==> src/rtl/midi_rx.sv <==
// midi_rx: MIDI serial receiver (31250 baud, 8N1) with a small receive FIFO.
//   clock     system clock, rising edge
//   _reset    synchronous active-low reset
//   rxd       raw serial input (asynchronous, idles high)
//   rd        one-cycle pop strobe for the FIFO head
//   clr_err   one-cycle strobe clearing ferr/ovr
//   irq_en    interrupt enable
//   data      FIFO head byte, 8'h00 when empty
//   rx_ready  FIFO not empty
//   count     FIFO occupancy
//   ferr/ovr  sticky framing error / overrun
//   irq       irq_en & (rx_ready | ferr | ovr)
module midi_rx #(
   parameter int DIVISOR = 16,
   parameter int DEPTH   = 4
) (
   input  logic                   clock,
   input  logic                   _reset,
   input  logic                   rxd,
   input  logic                   rd,
   input  logic                   clr_err,
   input  logic                   irq_en,
   output logic [7:0]             data,
   output logic                   rx_ready,
   output logic [$clog2(DEPTH):0] count,
   output logic                   ferr,
   output logic                   ovr,
   output logic                   irq
);
   localparam int PW = $clog2(DEPTH);
   localparam int CW = PW + 1;
   localparam int DW = (DIVISOR > 1) ? $clog2(DIVISOR) : 1;

   typedef enum logic [1:0] {S_IDLE, S_START, S_DATA, S_STOP} state_t;

   logic          sync1_q, sync2_q, prev_q;
   logic [DW-1:0] pre_q;
   state_t        state_q, state_d;
   logic [3:0]    cnt_q, cnt_d;
   logic [2:0]    bit_q, bit_d;
   logic [7:0]    shift_q, shift_d;
   logic [PW-1:0] wr_ptr_q, wr_ptr_d, rd_ptr_q, rd_ptr_d;
   logic [CW-1:0] count_q, count_d;
   logic          ferr_q, ferr_d, ovr_q, ovr_d;
   logic [7:0]    mem_q [DEPTH];

   logic tick, fall, push, ferr_set;
   logic full, empty, pop, wr_en, ovr_set;

   // Free-running prescaler; tick on the terminal count only.
   assign tick = (pre_q == DW'(DIVISOR - 1));
   // Falling edge seen on the synchronised line.
   assign fall = prev_q & ~sync2_q;

   always_comb begin
      state_d  = state_q;
      cnt_d    = cnt_q;
      bit_d    = bit_q;
      shift_d  = shift_q;
      push     = 1'b0;
      ferr_set = 1'b0;
      case (state_q)
         S_IDLE: begin
            if (fall) begin
               state_d = S_START;
               cnt_d   = 4'd0;
            end
         end
         S_START: begin
            if (tick) begin
               if (cnt_q == 4'd7) begin
                  // Mid start bit: a high line here was only a glitch.
                  if (sync2_q) begin
                     state_d = S_IDLE;
                  end else begin
                     state_d = S_DATA;
                     cnt_d   = 4'd0;
                     bit_d   = 3'd0;
                  end
               end else begin
                  cnt_d = cnt_q + 4'd1;
               end
            end
         end
         S_DATA: begin
            if (tick) begin
               if (cnt_q == 4'd15) begin
                  shift_d = {sync2_q, shift_q[7:1]};
                  cnt_d   = 4'd0;
                  bit_d   = bit_q + 3'd1;
                  if (bit_q == 3'd7) state_d = S_STOP;
               end else begin
                  cnt_d = cnt_q + 4'd1;
               end
            end
         end
         S_STOP: begin
            if (tick) begin
               if (cnt_q == 4'd15) begin
                  if (sync2_q) push     = 1'b1;
                  else         ferr_set = 1'b1;
                  state_d = S_IDLE;
                  cnt_d   = 4'd0;
               end else begin
                  cnt_d = cnt_q + 4'd1;
               end
            end
         end
         default: state_d = S_IDLE;
      endcase
   end

   // FIFO control. A push into a full FIFO still lands when the same cycle pops.
   assign full    = (count_q == CW'(DEPTH));
   assign empty   = (count_q == '0);
   assign pop     = rd & ~empty;
   assign wr_en   = push & (~full | pop);
   assign ovr_set = push & full & ~rd;

   always_comb begin
      wr_ptr_d = wr_ptr_q;
      rd_ptr_d = rd_ptr_q;
      count_d  = count_q;
      if (wr_en) wr_ptr_d = wr_ptr_q + PW'(1);
      if (pop)   rd_ptr_d = rd_ptr_q + PW'(1);
      if (wr_en && !pop)      count_d = count_q + CW'(1);
      else if (pop && !wr_en) count_d = count_q - CW'(1);
      // Set beats clear when both happen in one cycle.
      ferr_d = ferr_set | (ferr_q & ~clr_err);
      ovr_d  = ovr_set  | (ovr_q  & ~clr_err);
   end

   always_ff @(posedge clock) begin
      if (!_reset) begin
         sync1_q  <= 1'b1;
         sync2_q  <= 1'b1;
         prev_q   <= 1'b1;
         pre_q    <= '0;
         state_q  <= S_IDLE;
         cnt_q    <= 4'd0;
         bit_q    <= 3'd0;
         shift_q  <= 8'h00;
         wr_ptr_q <= '0;
         rd_ptr_q <= '0;
         count_q  <= '0;
         ferr_q   <= 1'b0;
         ovr_q    <= 1'b0;
      end else begin
         sync1_q  <= rxd;
         sync2_q  <= sync1_q;
         prev_q   <= sync2_q;
         pre_q    <= tick ? '0 : pre_q + DW'(1);
         state_q  <= state_d;
         cnt_q    <= cnt_d;
         bit_q    <= bit_d;
         shift_q  <= shift_d;
         wr_ptr_q <= wr_ptr_d;
         rd_ptr_q <= rd_ptr_d;
         count_q  <= count_d;
         ferr_q   <= ferr_d;
         ovr_q    <= ovr_d;
      end
   end

   // Storage needs no reset: data is masked to zero while empty.
   always_ff @(posedge clock) begin
      if (_reset && wr_en) mem_q[wr_ptr_q] <= shift_q;
   end

   assign data     = empty ? 8'h00 : mem_q[rd_ptr_q];
   assign rx_ready = ~empty;
   assign count    = count_q;
   assign ferr     = ferr_q;
   assign ovr      = ovr_q;
   assign irq      = irq_en & (~empty | ferr_q | ovr_q);
endmodule
==> config.mk <==
export PLATFORM = sky130hd
export DESIGN_NAME = midi_rx
export DESIGN_NICKNAME = d
export VERILOG_FILES = /design/src/rtl/midi_rx.sv
export SDC_FILE = /design/constraint.sdc
export NUM_CORES = 1
export LEC_CHECK = 0
export CORE_MARGIN = 4
export CORE_UTILIZATION = 35
export CTS_CLUSTER_DIAMETER = 100
export DETAILED_ROUTE_END_ITERATION = 16
export PLACE_DENSITY = 0.64
export SETUP_SLACK_MARGIN = 0.5
export SYNTH_ARGS = -nofsm -noshare
export SYNTH_HDL_FRONTEND = slang
export SYNTH_SLANG_ARGS = --single-unit
export TNS_END_PERCENT = 20
==> constraint.sdc <==
create_clock -name clock -period 2.85 [get_ports clock]
set_clock_uncertainty 0.2 [all_clocks]
set_input_delay 0.57 -clock clock [delete_from_list [all_inputs] [get_ports clock]]
set_output_delay 0.57 -clock clock [all_outputs]
set_load 0.005 [all_outputs]
=== Word level (Yosys, flattened, before mapping) ===
Memory sizes are Yosys's and may differ from the RTL's. A register that Yosys moved wholly into a read port is not among the register bits.
Index checks and enable logic that the tools add are counted.

* Input port bits: 6
* Memories kept: 1
* Bits in read-only memories: 0
* Memory bits (writable): 32
* Register bits after elaboration: 33
* Output and inout bits: 15
* Bits in latches: 0
* Logic and storage cells: 112

{| class="wikitable"
|+ Memories
! name !! words !! bits a word !! read ports !! clocked after memory_dff !! write ports !! line !! RTL
|-
| mem_q || 4 || 8 || 1 || 1 || 1 || 45 || <nowiki>logic [7:0] mem_q [DEPTH];</nowiki>
|}

* Multiply operators: 0
* Reduce and logical (&&, ||, !) cells: 15
* Bitwise logic cells: 19
* Divide/modulo/power cells: 0
* Shifts and indexed selects: 0
* Equal/unequal tests: 19
* $lt $le $gt $ge: 0
* Multiplexer cells: 38
* $add $sub $neg: 7

{| class="wikitable"
|+ Operator list
! kind !! count
|-
| 2-to-1 mux 4 bit || 6
|-
| 2-to-1 mux 2 bit || 11
|-
| 2-to-1 mux 3 bit || 7
|-
| != test 2 bit (second input constant) || 9
|-
| one-hot mux 4 bit (3 select lines) || 1
|-
| 2-to-1 mux 1 bit || 10
|-
| adder 4 x 1 -> 4 bit (second input constant) || 2
|-
| AND 1 bit || 8
|-
| == test 4 bit (second input constant) || 2
|-
| 2-to-1 mux 8 bit || 1
|-
| one-hot mux 2 bit (4 select lines) || 1
|-
| AND reduction 8 bit || 1
|-
| adder 3 x 1 -> 3 bit (second input constant) || 2
|-
| == test 3 bit (second input constant) || 2
|-
| NOT 1 bit || 6
|-
| one-hot mux 3 bit (2 select lines) || 1
|-
| AND reduction 6 bit || 1
|-
| OR 1 bit || 5
|-
| adder 2 x 1 -> 2 bit (second input constant) || 2
|-
| == test 2 bit (second input constant) || 2
|-
| == test 4 x 3 -> 1 bit (second input constant) || 1
|-
| AND reduction 4 bit || 1
|-
| nonzero test 2 bit || 2
|-
| OR reduction 2 bit || 2
|-
| 9 further kinds || 12
|}

=== Depth between registers and ports, before layout ===
Gate-level depths: netlist of the first run.

* Depth after elaboration: 9
* Gate-level depth with buffers: 10
* Mapped depth without buffers: 10

=== Worst setup path after synthesis of the first run ===
OpenSTA, ideal clock, no wires.

* Kind: register to register
* Start: reg cnt_q[0]
* End: reg count_q[2] (netlist: count[2])
* Clock period less this slack: 2.646 ns
* Setup time: 0.071 ns
* Path buffers: 0
* Required time: 2.579 ns
* Stages on the path, launching flop included: 11
* Slack: 0.204 ns
* Data arrival time: 2.376 ns
* Cell sequence: dfxtp_1 ha_1 and4_1 nand2b_4 nor3_4 ha_1 inv_1 fa_1 xor2_1 or3_1 a21oi_1

* Word-level cells in the longest chain between the ends: 8
* Elaborated cells between the ends (all ways): 10
* Classes of those cells: 1 x eq/ne; 4 x mux; 1 x bitwise; 4 x reduce/logical

{| class="wikitable"
|+ RTL lines
! element !! line !! RTL
|-
| start: declaration || 39 || <nowiki>logic [3:0] cnt_q, cnt_d;</nowiki>
|-
| start signal: assignment || 154 || <nowiki>cnt_q <= cnt_d;</nowiki>
|-
| == test 4 bit * || 99 || <nowiki>if (cnt_q == 4'd15) begin</nowiki>
|-
| 2-to-1 mux 1 bit * || 99 ||
|-
| 2-to-1 mux 1 bit * || 98 || <nowiki>if (tick) begin</nowiki>
|-
| 2-to-1 mux 1 bit * || 62 || <nowiki>case (state_q)</nowiki>
|-
| AND 1 bit * || 117 || <nowiki>assign wr_en = push & (~full | pop);</nowiki>
|-
| zero test 1 bit || 127 || <nowiki>else if (pop && !wr_en) count_d = count_q - CW'(1);</nowiki>
|-
| logical AND 1 bit || 127 ||
|-
| nonzero test 2 bit (no line) || n/a ||
|-
| end signal: assignment || 159 || <nowiki>count_q <= count_d;</nowiki>
|-
| end: declaration || 43 || <nowiki>logic [CW-1:0] count_q, count_d;</nowiki>
|}

Mark *: on every way between the ends. The rest lies on a longest branch, timed or not.
A chain may end at the register's enable or synchronous reset.

=== Final worst setup path of the first run ===
* Start: reg count_q[2] (netlist: count[2])
* End: out rx_ready

* Word-level cells in the longest chain between the ends: 2

{| class="wikitable"
|+ RTL lines
! element !! line !! RTL
|-
| zero test 3 bit || 115 || <nowiki>assign empty = (count_q == '0);</nowiki>
|-
| NOT 1 bit || 171 || <nowiki>assign rx_ready = ~empty;</nowiki>
|-
| end: declaration || 24 || <nowiki>output logic rx_ready,</nowiki>
|}

Every way passes these cells.

==> summary.txt, run 1 <==
Setup path
  • R2R depth: 10
  • WP data required: 2.08 ns
  • Startpoint class of the critical path: register
  • CP max FO: 8
  • CP arrival: 1.67 ns
  • Critical path type: reg2out
  • Reg-to-reg slack, setup: 0.46 ns
  • Crit path capture type: output port

STA
  • WHS: 0.221 ns
  • Setup TNS Final: 0 ns
  • Final hold violations: 0
  • Final min period: 2.44 ns
  • Slew HR: 54.7%
  • Fmax: 410 MHz
  • Worst-margin pin slew: 0.679 ns
  • RSZ-0062 raised after global routing: true
  • Setup WS post-layout: 0.409 ns
  • Fin. max-slew vios: 0
  • Final period utilization: 85.6%
  • Setup violators final: 0

Final layout
  • Inserted Diodes: 0
  • Area Growth Syn to Fin: 25.4%
  • Fin nets: 271
  • Util after Layout: 45.2%
  • Share of layout cells above drive strength 1: 27.3%

Global routing
  • Initial antenna violation count: 0
  • Largest net degree at the start of global routing: 15
  • Grt ovf: 0
  • GRT Overall Usage: 11.0%
  • First-pass GRT wire length: 8.29 mm
  • Number of global-route vias before repair: 1742

Clocking
  • CTS max path bufs: 2
  • CTS Buf Count: 9
  • Root Buffer: clkbuf_8
  • Clk pin slew, worst setup/hold paths: 0.08 ns
  • CTS tree: yes
  • Worst-Skew Late Latency: 0.34 ns
  • Post-CTS Hold Buffers: 0
  • Clk sink count: 67
  • H-Tree Depth: 3

Floorplan
  • Core ar.: 7770 um^2
  • Die ar.: 9490 um^2
  • Site Rows: 32
  • Die width: 97.4 um
  • IO Count: 21
  • Initial core utilization: 36.0%
  • Chip height: 97.4 um

Run
  • Max_cap viols: 0

Drt
  • Detail Route Antenna Nets: 0
  • Drt via density: 4.82
  • DRC: 0
  • Routed WL: 5.00 mm
  • Via total after detailed routing: 1746
  • Avg WL per Cell: 13.8 um
  • DRT iter0 DRCs: 44
  • Detailed Routing Iterations Pass 1: 4

Synth
  • Post-Synthesis Cells: 214
  • Syn Area/Cell: 13.1 um^2
  • Yosys warns: 0
  • Post-synth EDFFs: 32
  • Library cells used by synthesis: 44
  • Register area share after synthesis: 59.4%
  • Synth Net Count: 230
  • Yosys reg bits: 67
  • FFs w/ async S/R, synth: 0%
  • Main flop type after synthesis: dfxtp_1
  • Area of the mapped netlist: 2800 um^2

Status
  • Status: completed

Placed design
  • Port bufs: 20
  • Placed wire-length estimate: 3.22 mm
  • GPL Wtd Cong: 0.719
  • DP Worst Slack: 0.0223 ns

Power
  • Cell area power density: 771 nW/um^2
  • Pwr Total: 2.71 mW
  • Peak VDD IR: 0.000236 V
  • Leakage power: 1.27 nW

Min path
  • Worst Hold Depth: 1
  • HP Class: reg2reg
==> worst paths after layout <==
kind,from,end
setup / recovery,count[2]$_SDFFE_PN0P_,rx_ready
setup reg to reg,cnt_q[1]$_SDFFE_PN0P_,count[2]$_SDFFE_PN0P_
hold / removal,sync1_q$_SDFF_PN1_,sync2_q$_SDFF_PN1_
hold reg to reg,sync1_q$_SDFF_PN1_,sync2_q$_SDFF_PN1_
==> state kept, by name, indices dropped and copies added, names as in the netlist, 2 cells and up, named ones only <==
signal	cells
bit_q	3
cnt_q	4
count	3
mem_q	32
pre_q	4
rd_ptr_q	2
shift_q	8
wr_ptr_q	2
==> stage by stage <==
step | cell area (um^2) | instances
finish | 3510 | 362
global route | 3510 | 362
CTS | 3450 | 356
detailed placement | 3160 | 332
global placement | 3160 | 332
floorplan | 2840 | 214
==> placed cells by master (no fill, tap or decap), drive strengths merged, types with 4 or more instances in the layout <==
master	Yosys	final
nand2b	5	5
ha	9	9
clkbuf	5	11
dfxtp	35	35
edfxtp	32	32
clkdlybuf4s50	0	10
o21ai	5	5
mux4	8	8
xor2	4	4
buf	4	23
nand2	8	8
and3	7	7
a21oi	7	7
nor2	27	27
inv	6	6
clkdlybuf4s15	0	4
nor3	4	4
mux2i	11	11
and2	8	8
==> metal layers <==
metal	routed length [um]	part of all wire [%]	global-route usage [%]	vias up
li1	-	-	-	870
met1	2330	47	13.9	848
met2	2420	48	17.1	20
met3	175	3.5	3.45	8
met4	72	1.4	5.43	0
met5	0	0	0	-
==> power breakdown <==
part	leakage [nW]	switching [mW]	internal (mW)	total, mW
Sequential	0.586	0.0436	1.05	1.09
Combinational	0.580	0.291	0.486	0.777
Clock	0.103	0.346	0.490	0.836
Total	1.27	0.681	2.03	2.71
==> synth_stat cells (3+ instances only) <==
cell       n  area (um^2)
xor2_1     4         35.0
nor2_1    26         97.6
inv_1      5         18.8
nand2_1    8         30.0
and3_1     7         43.8
and2_1     8         50.1
clkbuf_1   5         18.8
mux4_2     8          180
nor3_1     3         15.0
o31ai_1    3         22.5
edfxtp_1  32          961
a32o_1     3         30.0
ha_1       9          113
nand2b_1   4         25.0
a21oi_1    7         35.0
dfxtp_1   35          701
mux2i_1   11          110
==> worst max-delay path, stage by stage, from the launching register on <==
cell and delay, ns:
dfxtp_2 0.33, or3_4 0.43, buf_6 0.14, clkdlybuf4s50_1 0.43
==> cells by family after synthesis <==
| kind of cell | count (synthesis) | share of synthesized area [%] |
|---|---|---|
| buf+inv | 15 | 2.73 |
| compound gates | 24 | 6.12 |
| simple gates | 73 | 14.8 |
| fa+ha+maj | 10 | 4.74 |
| xor+xnor | 6 | 1.88 |
| mux | 19 | 10.4 |
| flops | 67 | 59.4 |
==> area by class of cell <==
| cell class | count | area [um^2] |
|---|---|---|
| Fill cell | 710 | 4260 |
| Clock buffer | 11 | 131 |
| Clock inverter | 5 | 77.6 |
| Multi-Input combinational cell | 132 | 1110 |
| Timing Repair Buffer | 39 | 357 |
| Sequential cell | 67 | 1680 |
| Inverter | 6 | 22.5 |
| Tap cell | 102 | 128 |
==> repair_timing <==
action                     CTS  global route
resized for setup           41             6
setup endpoints to repair   12            12
buffers inserted             8             6
pin swaps                    5             1
Note: power is estimated with default switching activity, not from simulation.
==> inputs of run 2 (changes only) <==
CORE_UTILIZATION = 55   (was 35)
PLACE_DENSITY = 0.86   (was 0.64)
clock period = 2.39 ns   (was 2.85 ns; I/O delays follow)
==> run 2 against run 1 <==
Effect of this change: the flow now finishes with violations (setup timing); combinational power up 51%; utilization up 32 points; die area down 34%; routed wire length up 47%; count of clock-buffer cells in the layout up 2; critical path type is now reg2reg; worst hold slack worse by 0.018 ns; first-iteration DRC count rose to 3.5 times the previous value; cell count down 4.1%; critical path depth up 7; highest routed layer unchanged.
==> summary.txt, run 2 (same netlist as run 1, synthesis figures left out) <==
Floorplan
  • IO Count: 21
  • Core ar.: 4820 um^2
  • Site Rows: 25
  • Die ar.: 6290 um^2
  • Initial core utilization: 58.1%
  • Chip height: 79.3 um
  • Die width: 79.3 um

Clocking
  • Clk sink count: 67
  • H-Tree Depth: 3
  • CTS max path bufs: 2
  • Clk pin slew, worst setup/hold paths: 0.07 ns
  • Worst-Skew Late Latency: 0.35 ns
  • CTS tree: yes
  • Root Buffer: clkbuf_8
  • CTS Buf Count: 9

Status
  • Status: finished, violations left
  • Violated checks: setup timing

Final layout
  • Util after Layout: 77.5%
  • Most frequent cells in the layout: edfxtp_1 (32), nor2_1 (26), dfxtp_1 (26), buf_4 (26), buf_6 (14)
  • Largest register FFs: 32
  • Layout Cells excl Fill: 347
  • Post-route design area: 3730 um^2
  • Share of layout cells above drive strength 1: 35.8%
  • Fin nets: 290
  • Biggest register: mem_q
  • Regs by FF count: mem_q x32, shift_q x8
  • Area Growth Syn to Fin: 33.4%
  • Commonest non-fill, non-tap cell in the layout: edfxtp_1

Setup path
  • CP arrival: 2.50 ns
  • Reg-to-reg slack, setup: -0.03 ns
  • Worst-path cell chain: ha_4 > and4_4 > nand2b_4 > nor3_4 > ha_4 > inv_2 > fa_2 > xor2_1 > or3_1 > a21oi_1
  • Startpoint class of the critical path: register
  • Worst r2r src: cnt_q[0]$_SDFFE_PN0P_
  • Slowest stage cell, crit path: dfxtp_4
  • WP data required: 2.47 ns
  • Slowest stage delay, CP: 0.36 ns
  • R2R depth: 10
  • FF-to-FF End: count[2]$_SDFFE_PN0P_
  • Most frequent CP cell: ha_4
  • CP max FO: 2
  • Crit path capture type: register
  • Critical path type: reg2reg

STA
  • Fin. max-slew vios: 0
  • Final period utilization: 101%
  • Slew HR: 68.7%
  • Setup TNS Final: -0.0289 ns
  • WHS: 0.203 ns
  • RSZ-0062 raised after global routing: true
  • Final hold violations: 0
  • Fmax: 413 MHz
  • Setup WS post-layout: -0.0289 ns
  • Setup violators final: 1
  • Worst-margin pin slew: 0.469 ns
  • Final min period: 2.42 ns

Min path
  • HP Start: sync1_q$_SDFF_PN1_
  • Hold Path Sink: sync2_q$_SDFF_PN1_
  • Worst Hold Depth: 1
  • HP Class: reg2reg

Power
  • Psw: 0.944 mW
  • Logic pwr share: 33.6%
  • Cell area power density: 934 nW/um^2
  • Peak VDD IR: 0.000632 V
  • Power share of the sequential group: 37.5%
  • Leakage power: 1.44 nW
  • Pwr Total: 3.49 mW
  • Switching Fraction: 27.1%
  • Clk pwr share: 28.8%
  • Internal Pwr Total: 2.54 mW

Placed design
  • GPL Wtd Cong: 0.810
  • Placed wire-length estimate: 3.83 mm
  • DP Worst Slack: -0.313 ns
  • Post-DP Area: 3280 um^2
  • Port bufs: 20
  • Placed Cells: 316

Global routing
  • Grt ovf: 0
  • Largest net degree at the start of global routing: 14
  • Number of global-route vias before repair: 2029
  • GRT Overall Usage: 23.5%
  • Initial antenna violation count: 0
  • First-pass GRT wire length: 10.7 mm

Drt
  • Detailed Routing Iterations Pass 1: 4
  • Avg WL per Cell: 21.2 um
  • DRC: 0
  • Routed WL: 7.35 mm
  • DRT iter0 DRCs: 154
  • Detail Route Antenna Nets: 0
  • Drt via density: 6.00
  • Via total after detailed routing: 2081

Run
  • Max_cap viols: 0
==> run 2: cell count changes in the layout (fill, tap and decap cells not counted), moves of 4 or more <==
cell	before	now
buf_4	13	26
buf_6	6	14
and2_1	6	1
and2_4	2	7
buf_12	0	4
clkdlybuf4s15_1	4	0
clkdlybuf4s50_1	10	6
==> run 2: worst max path at each step <==
stage	startpoint	end	slack, ns
global placement	rd	count[2]$_SDFFE_PN0P_	-0.23
detailed placement	rd	count[2]$_SDFFE_PN0P_	-0.31
global route	cnt_q[0]$_SDFFE_PN0P_	count[2]$_SDFFE_PN0P_	-0.09
CTS	cnt_q[0]$_SDFFE_PN0P_	count[2]$_SDFFE_PN0P_	-0.04
finish	cnt_q[0]$_SDFFE_PN0P_	count[2]$_SDFFE_PN0P_	-0.03
floorplan	cnt_q[1]$_SDFFE_PN0P_	count[2]$_SDFFE_PN0P_	-0.03
==> run 2: timing repair <==
item	in CTS	in global routing
pin swaps	13	8
endpoints found under the setup margin	51	53
hold endpoints to repair	0	0
gates resized for setup	59	23
hold buffers	0	0
buffers inserted	10	4
==> run 2: cell type report <==
cell class / instances / area, um^2
antenna: 1 / 2.50
clock buffer: 13 / 139
clock inverter: 3 / 63.8
fill: 267 / 1080
inverter: 6 / 22.5
multi-input combinational: 132 / 1170
sequential: 67 / 1680
tap: 67 / 83.8
timing repair buffer: 58 / 573
==> run 2: routing by layer <==
metal | track usage (%) | up-vias | routed length (um)
met5 | 0 | - | 0
met4 | 8.93 | 0 | 327
met3 | 7.14 | 37 | 384
met2 | 42.2 | 93 | 3800
met1 | 26.0 | 1046 | 2840
li1 | - | 905 | -
==> run 2: worst max-delay path: cells and delay by family, from the launching register on <==
| family | cells | cell delay [ns] |
|---|---|---|
| simple gates | 4 | 0.80 |
| flops | 1 | 0.36 |
| fa+ha+maj | 3 | 0.64 |
| xor+xnor | 1 | 0.17 |
| buf+inv | 1 | 0.04 |
| compound gates | 1 | 0.15 |
==> run 2: power by group through the flow <==
stage | sequential, mW | clock, mW | combinational, mW
6_report | 1.31 | 1.01 | 1.17
2_1_floorplan | 1.32 | 0 | 0.411
4_1_cts | 1.30 | 0.993 | 1.00
3_5_place_dp | 1.32 | 0 | 0.896
5_1_grt | 1.31 | 1.07 | 1.25
3_3_place_gp | 1.31 | 0 | 0.862
==> inputs of run 3 (changes only) <==
CTS_CLUSTER_SIZE = 12   (was not set)
PLACE_DENSITY = 0.78   (was 0.86)
==> run 3 against run 2 <==
Effect of this change: cell count down 2.9%; sequential power about the same; global-route usage down 4.9 points; worst hold slack better by 0.0027 ns; combinational power down 4%; sequential cell count unchanged; the run now ends clean; non-clock buffer count down 9; via count down 14%; first-iteration DRC count down 29%; routed wire length down 29%.
==> summary.txt, run 3 (same netlist as run 1, synthesis figures left out) <==
Global routing
  • First-pass GRT wire length: 8.86 mm
  • GRT Overall Usage: 18.6%
  • Grt ovf: 0
  • Initial antenna violation count: 0
  • Number of global-route vias before repair: 1874
  • Largest net degree at the start of global routing: 18

Setup path
  • WP data required: 2.45 ns
  • CP max FO: 2
  • Critical path type: reg2reg
  • Slowest stage delay, CP: 0.35 ns
  • Startpoint class of the critical path: register
  • Reg-to-reg slack, setup: 0.01 ns
  • Number of buffer and inverter stages on the critical path: 1
  • Worst-path cell chain: ha_4 > and4_4 > nand2b_4 > nor3_4 > ha_2 > inv_2 > fa_2 > xor2_1 > or3_1 > a21oi_2
  • CP arrival: 2.44 ns
  • Slowest stage cell, crit path: dfxtp_2
  • Crit path max-delay family: simple AND/OR/NAND/NOR gates
  • Crit path capture type: register

Placed design
  • GPL Wtd Cong: 0.803
  • Placed wire-length estimate: 3.29 mm
  • Post-DP Area: 3230 um^2
  • Port bufs: 20

STA
  • WHS: 0.206 ns
  • Setup violators final: 0
  • Slew HR: 70.2%
  • Final min period: 2.38 ns
  • Final period utilization: 99.4%
  • Fin. max-slew vios: 0
  • Final hold violations: 0
  • Worst-margin pin slew: 0.447 ns
  • RSZ-0062 raised after global routing: true
  • Fmax: 421 MHz

Drt
  • DRT iter0 DRCs: 109
  • Drt via density: 5.29
  • Detailed Routing Iterations Pass 1: 4
  • Avg WL per Cell: 15.5 um
  • Detail Route Antenna Nets: 0
  • Routed WL: 5.22 mm
  • DRC: 0
  • Via total after detailed routing: 1782

Final layout
  • Largest register FFs: 32
  • Fin nets: 281
  • Post-route design area: 3570 um^2
  • Share of layout cells above drive strength 1: 35.2%
  • Regs by FF count: mem_q x32, shift_q x8
  • Most frequent cells in the layout: edfxtp_1 (32), dfxtp_1 (27), nor2_1 (26)
  • Area Growth Syn to Fin: 27.4%
  • Fillcell total: 333
  • Total area of sequential cells: 1670 um^2
  • Biggest register: mem_q
  • Inserted Diodes: 0
  • Commonest non-fill, non-tap cell in the layout: edfxtp_1
  • Multi-input logic area: 1140 um^2

Floorplan
  • Die ar.: 6290 um^2
  • Core ar.: 4820 um^2
  • Initial core utilization: 58.1%
  • Chip height: 79.3 um
  • Site Rows: 25
  • Die width: 79.3 um
  • IO Count: 21

Status
  • Status: completed

Min path
  • HP Class: reg2reg

Clocking
  • Clk sink count: 67
  • H-Tree Depth: 3
  • Clk pin slew, worst setup/hold paths: 0.07 ns
  • Post-CTS Hold Buffers: 0
  • CTS max path bufs: 2
  • Root Buffer: clkbuf_8
  • CTS tree: yes
  • CTS Buf Count: 9
  • Worst-Skew Late Latency: 0.33 ns

Power
  • Cell area power density: 902 nW/um^2
  • Leakage power: 1.38 nW
  • Peak VDD IR: 0.000472 V

Run
  • Max_cap viols: 0
## run 3: cell types whose count changed in the layout (fill, tap and decap cells not counted), moves of 2 or more
cell,before,now
and3_1,5,3
and3_2,1,4
buf_12,4,2
buf_4,26,23
buf_6,14,10
bufinv_16,2,0
clkbuf_1,4,2
clkbuf_8,9,11
clkinv_2,0,2
dfxtp_2,5,7
dfxtp_4,4,1
## run 3: per-layer routing
metal | track usage [%] | part of all wire, % | vias up
met4 | 7.22 | 1.4 | 0
met5 | 0 | 0 | -
met2 | 30.4 | 52 | 25
met3 | 4.88 | 3.3 | 6
met1 | 23.6 | 43 | 862
li1 | - | - | 889
## run 3: cell type report
| cell class | count | area share [%] |
|---|---|---|
| Inverter | 6 | 0.632 |
| Clock inverter | 3 | 0.386 |
| Clock buffer | 13 | 4.46 |
| Multi-Input combinational cell | 132 | 31.9 |
| Sequential cell | 67 | 46.9 |
| Tap cell | 67 | 2.35 |
| Timing Repair Buffer | 49 | 13.3 |
## run 3: path summary, 6_finish.rpt
path	startpoint	to	depth (start not counted)
max reg2reg	cnt_q[1]$_SDFFE_PN0P_	count[2]$_SDFFE_PN0P_	10
min	sync1_q$_SDFF_PN1_	sync2_q$_SDFF_PN1_	1
max	cnt_q[1]$_SDFFE_PN0P_	count[2]$_SDFFE_PN0P_	10
min reg2reg	sync1_q$_SDFF_PN1_	sync2_q$_SDFF_PN1_	1
## run 3: power by group
part           leakage, nW  switching (mW)  internal [mW]  total (mW)
clock               0.0908           0.381          0.427       0.808
combinational        0.709           0.413          0.710        1.12
sequential           0.584          0.0401           1.25        1.29
## run 3: what timing repair did
item,4_1_cts,5_1_grt
pin swaps,11,2
buffers inserted,10,0
setup endpoints to repair,50,59
gates resized for setup,43,27
## run 3: per-stage QoR
stage | setup TNS, ns | std cells | power [mW] | setup WS (ns) | util, %
after CTS | 0 | 337 | 3.07 | 0.0298 | 72.2
after global routing | -0.119 | 337 | 3.40 | -0.102 | 74.0
after global placement | -0.512 | 311 | 2.19 | -0.251 | 67.1
after detailed placement | -1.23 | 311 | 2.20 | -0.313 | 67.1
after floorplan | -0.0291 | 214 | 1.73 | -0.0291 | -
final | 0 | 337 | 3.22 | 0.0135 | 74.0
